[src/rtl/fifo_sync_prog.sv]
// Single-clock FIFO with programmable almost-full/almost-empty thresholds,
// registered occupancy count, 1-cycle read latency and sticky error flags.
module fifo_sync_prog #(
    parameter int unsigned DSIZE    = 8,
    parameter int unsigned ASIZE    = 4,
    parameter int unsigned AF_LEVEL = 2**ASIZE - 2,
    parameter int unsigned AE_LEVEL = 2
) (
    input  logic             clk,
    input  logic             rst,
    input  logic [DSIZE-1:0] wdata,
    input  logic             winc,
    input  logic             rinc,
    input  logic             clr_err,
    output logic [DSIZE-1:0] rdata,
    output logic             rvalid,
    output logic             wfull,
    output logic             rempty,
    output logic             walmost_full,
    output logic             ralmost_empty,
    output logic [ASIZE:0]   count,
    output logic             overflow,
    output logic             underflow
);

    localparam int unsigned    DEPTH  = 2**ASIZE;
    localparam logic [ASIZE:0] AF_CNT = (ASIZE+1)'(AF_LEVEL);
    localparam logic [ASIZE:0] AE_CNT = (ASIZE+1)'(AE_LEVEL);

    if (AF_LEVEL > DEPTH) begin : g_af_check
        $error("AF_LEVEL must not exceed the FIFO depth");
    end
    if (AE_LEVEL >= DEPTH) begin : g_ae_check
        $error("AE_LEVEL must be below the FIFO depth");
    end

    logic [DSIZE-1:0] mem [DEPTH];

    logic [ASIZE:0]   wptr_q, wptr_d;
    logic [ASIZE:0]   rptr_q, rptr_d;
    logic [ASIZE:0]   count_q, count_d;
    logic             wfull_q, wfull_d;
    logic             rempty_q, rempty_d;
    logic             overflow_q, overflow_d;
    logic             underflow_q, underflow_d;
    logic             rvalid_q;
    logic [DSIZE-1:0] rdata_q;
    logic             wr_en, rd_en;

    always_comb begin
        wr_en       = winc & ~wfull_q;
        rd_en       = rinc & ~rempty_q;
        wptr_d      = wptr_q + (ASIZE+1)'(wr_en);
        rptr_d      = rptr_q + (ASIZE+1)'(rd_en);
        // Flags and count come from the next pointers so they are valid right after the edge.
        rempty_d    = (wptr_d == rptr_d);
        wfull_d     = (wptr_d[ASIZE-1:0] == rptr_d[ASIZE-1:0]) &&
                      (wptr_d[ASIZE] != rptr_d[ASIZE]);
        count_d     = wptr_d - rptr_d;
        // A new error wins over a coincident clear.
        overflow_d  = (winc & wfull_q) | (overflow_q & ~clr_err);
        underflow_d = (rinc & rempty_q) | (underflow_q & ~clr_err);
    end

    always_ff @(posedge clk) begin
        if (rst) begin
            wptr_q      <= '0;
            rptr_q      <= '0;
            count_q     <= '0;
            wfull_q     <= 1'b0;
            rempty_q    <= 1'b1;
            overflow_q  <= 1'b0;
            underflow_q <= 1'b0;
            rvalid_q    <= 1'b0;
            rdata_q     <= '0;
        end else begin
            wptr_q      <= wptr_d;
            rptr_q      <= rptr_d;
            count_q     <= count_d;
            wfull_q     <= wfull_d;
            rempty_q    <= rempty_d;
            overflow_q  <= overflow_d;
            underflow_q <= underflow_d;
            rvalid_q    <= rd_en;
            if (rd_en) begin
                rdata_q <= mem[rptr_q[ASIZE-1:0]];
            end
        end
    end

    always_ff @(posedge clk) begin
        if (wr_en && !rst) begin
            mem[wptr_q[ASIZE-1:0]] <= wdata;
        end
    end

    assign rdata         = rdata_q;
    assign rvalid        = rvalid_q;
    assign wfull         = wfull_q;
    assign rempty        = rempty_q;
    assign count         = count_q;
    assign walmost_full  = (count_q >= AF_CNT);
    assign ralmost_empty = (count_q <= AE_CNT);
    assign overflow      = overflow_q;
    assign underflow     = underflow_q;

endmodule

[config.mk]
export PLATFORM = sky130hd
export DESIGN_NAME = fifo_sync_prog
export DESIGN_NICKNAME = d
export VERILOG_FILES = /design/src/rtl/fifo_sync_prog.sv
export SDC_FILE = /design/constraint.sdc
export NUM_CORES = 1
export LEC_CHECK = 0
export BUFFER_PORTS_ARGS = -buffer_cell sky130_fd_sc_hd__buf_2
export CORE_MARGIN = 1
export CORE_UTILIZATION = 65
export DETAILED_ROUTE_END_ITERATION = 10
export GPL_TIMING_DRIVEN = 0
export MAX_ROUTING_LAYER = met4
export PLACE_DENSITY = 0.84
export SYNTH_ARGS = -nofsm -noshare
export SYNTH_HDL_FRONTEND = slang
export SYNTH_SLANG_ARGS = --single-unit
export TNS_END_PERCENT = 10
[constraint.sdc]
create_clock -name clk -period 4.8 [get_ports clk]
set_clock_uncertainty 0.1 [all_clocks]
set_input_delay 0.96 -clock clk [delete_from_list [all_inputs] [get_ports clk]]
set_output_delay 0.96 -clock clk [all_outputs]
set_load 0.01 [all_outputs]
==> reports/metrics.cfg <==
[cts]
cts_max_level=4
cts_root_buffer=clkbuf_8
ctsLongestPathBuffers=2
clock_latency_ps=530
cts-buffers-inserted=17
post_cts_buffers=0
cts_tree=done
path_clk_slew_ps=70
postCtsHoldBufs=0
clkSinkCount=156
cts.repair.resized=0

[finish]
fin_util=0.767
design_area_um2=7120
final_nets=403
area_growth_pct=14.1
nFillCells=513
drive_gt1_frac=0.255
diodes=0
stdcell_count=529

[place]
place_hpwl_mm=7.92
gp_congestion=0.863
placed_cell_area_um2=6570
port_buffers=31
place_ws_ps=1650
dp.cells=497

[flow_run]
cap_violations=0

[critical_path]
critPathSlowestCell=clkbuf_1
crit_path_end_kind=flop
cp_slowest_stage_delay_ps=400
cp_max_fo=10
cp_cell_sequence=buf_2, nand2b_1, clkbuf_1, xnor2_1, ha_1, inv_1, ha_1, a211oi_1, o41ai_2, mux2i_1
path_delay_family=buffers and inverters
cpMostUsedCell=ha_1
critPathBufInv=3
path_class=input pin to flop
cp.required_ps=5160
r2r_slack_ps=2340
arrival_ps=2900
cp-start-kind=input pin

[synth]
synth_async_sr_flop_share=0
syn_area_um2=6240
synth.yosys.warnings=0
synthFlopType=edfxtp_1
synth-seq-cells=156
yosysSeqAreaShare=0.705
synth-edff-count=128
yosys.cell_types.count=44
synthesis.nets=352
synth.avg_cell_area_um2=18.6
synth_cells=336

[die]
die_area_um2=10000
coreArea_um2=9280
fp-row-count=35
die_h_um=100
boundaryPins=33
start_util=0.673
die_w_um=100

[global_routing]
grt_pass1_wl_mm=18.7
use_met2=0.449
grt_max_degree=18
first_global_vias=3346
grt-ovfl-total=0
antenna_found_initial=0
use_met1=0.341
grt_use_met3=0.0919
grtUsageTotal=0.281
top_usage_layer=met2

[power_and_ir_drop]
irDropWorstVdd_uv=377
total_power_mw=3.07
power.share.sequential=0.492
swShare=0.248
p_sw_uw=762
intPower_mw=2.31
power_leakage_nw=2.42
pwr-share-comb=0.105
pwr-share-clk=0.402
powerDensity_nw_per_um2=431

[routing]
ant_nets=0
drt-total-wl_mm=12.5
vias=3339
initialDrtViolationCount=334
drc=0
wl_per_cell_um=23.7
dr.pass1.iters=5
via_per_inst=6.31

[sta]
final.setup.tns_ps=0
report.final.slew_viol_count=0
whs_ps=355
period_share=0.530
fmax_ghz=0.393
hold_viol_final=0
rsz0062_at_grt=false
max_slew_margin=0.183
fin_ws_ps=2260
setup_viol=0
worstMarginPinSlew_ps=1220
timing.final.crit_period_ps=2540

[hold_path]
hold_path.class=flop to flop

[run_status]
status=finished clean

## worst paths after layout
path,from,cells past startpoint,endpoint
worst max-delay path,rinc,10,count[4]
worst min-delay path,rdata[0],2,rdata[0]
worst max register to register,rempty,9,count[4]
worst min register to register,rdata[0],2,rdata[0]
## cell usage after synthesis (2+ instances only)
cell type	n	share of area
xor2_1	5	0.0070
dfxtp_1	28	0.090
buf_12	2	0.0064
buf_6	2	0.0036
nor3_1	6	0.0048
buf_2	3	0.0024
a21oi_1	10	0.0080
mux4_1	18	0.076
a211oi_1	3	0.0036
o41ai_2	2	0.0052
nand2_1	20	0.012
inv_1	4	0.0024
clkbuf_1	6	0.0036
nand3b_1	2	0.0024
a22oi_1	2	0.0024
mux4_2	22	0.079
and2_1	3	0.0030
xnor2_1	4	0.0056
ha_1	3	0.0060
nor2_1	26	0.016
nand2b_1	9	0.0090
nand3_1	3	0.0024
nor2b_1	5	0.0050
edfxtp_1	128	0.62
## power by group through the flow
stage | Combinational [mW] | Sequential, mW | Clock, mW
floorplan | 0.212 | 1.55 | 0
global placement | 0.310 | 1.54 | 0
detailed placement | 0.320 | 1.54 | 0
CTS | 0.324 | 1.51 | 1.24
global route | 0.346 | 1.51 | 1.30
finish | 0.324 | 1.51 | 1.23
## layer usage
metal	vias up	share of wire
li1	1446	-
met1	1673	0.39
met2	193	0.51
met3	27	0.077
met4	0	0.023
met5	-	0
## layout by cell type (no fill, tap or decap), types with 7 or more instances in the layout
master and count:
buf_2 35, clkbuf_1 7, dfxtp_1 28, nor2_1 26
a21oi_1 10, clkbuf_16 16, nand2_1 20, edfxtp_1 128
mux4_2 22, nand2b_1 9, mux4_1 18
## state kept, by name, indices dropped and copies added, names as in the netlist
register and flops:
mem 128, rdata 8, count 5, rptr_q 5, wptr_q 5, overflow 1, rempty 1, rvalid 1
underflow 1, wfull 1
## logic make-up after synthesis
family	synth area share
DFF	0.705
and+or+nand+nor	0.0611
muxes	0.157
AOI/OAI and AO/OA	0.0311
buffers and inverters	0.0208
xor gates and xnor gates	0.0190
adders and majority gates	0.00601
## tightest hold or removal path: cells and delay by family, from the launching register on
kind / cells / cell delay (ps)
flops: 1 / 310
simple gates: 1 / 50
compound gates: 1 / 50
## final cells by class
type / count / area (um2) / share of cell area
clock buffer: 18 / 418 / 0.0587
sequential: 156 / 4400 / 0.618
timing repair buffer: 32 / 160 / 0.0225
buffer: 15 / 111 / 0.0156
tap: 129 / 161 / 0.0227
clock inverter: 14 / 129 / 0.0181
multi-input combinational: 160 / 1720 / 0.242
inverter: 5 / 18.8 / 0.00263
Power figures use the tool's default switching activity.
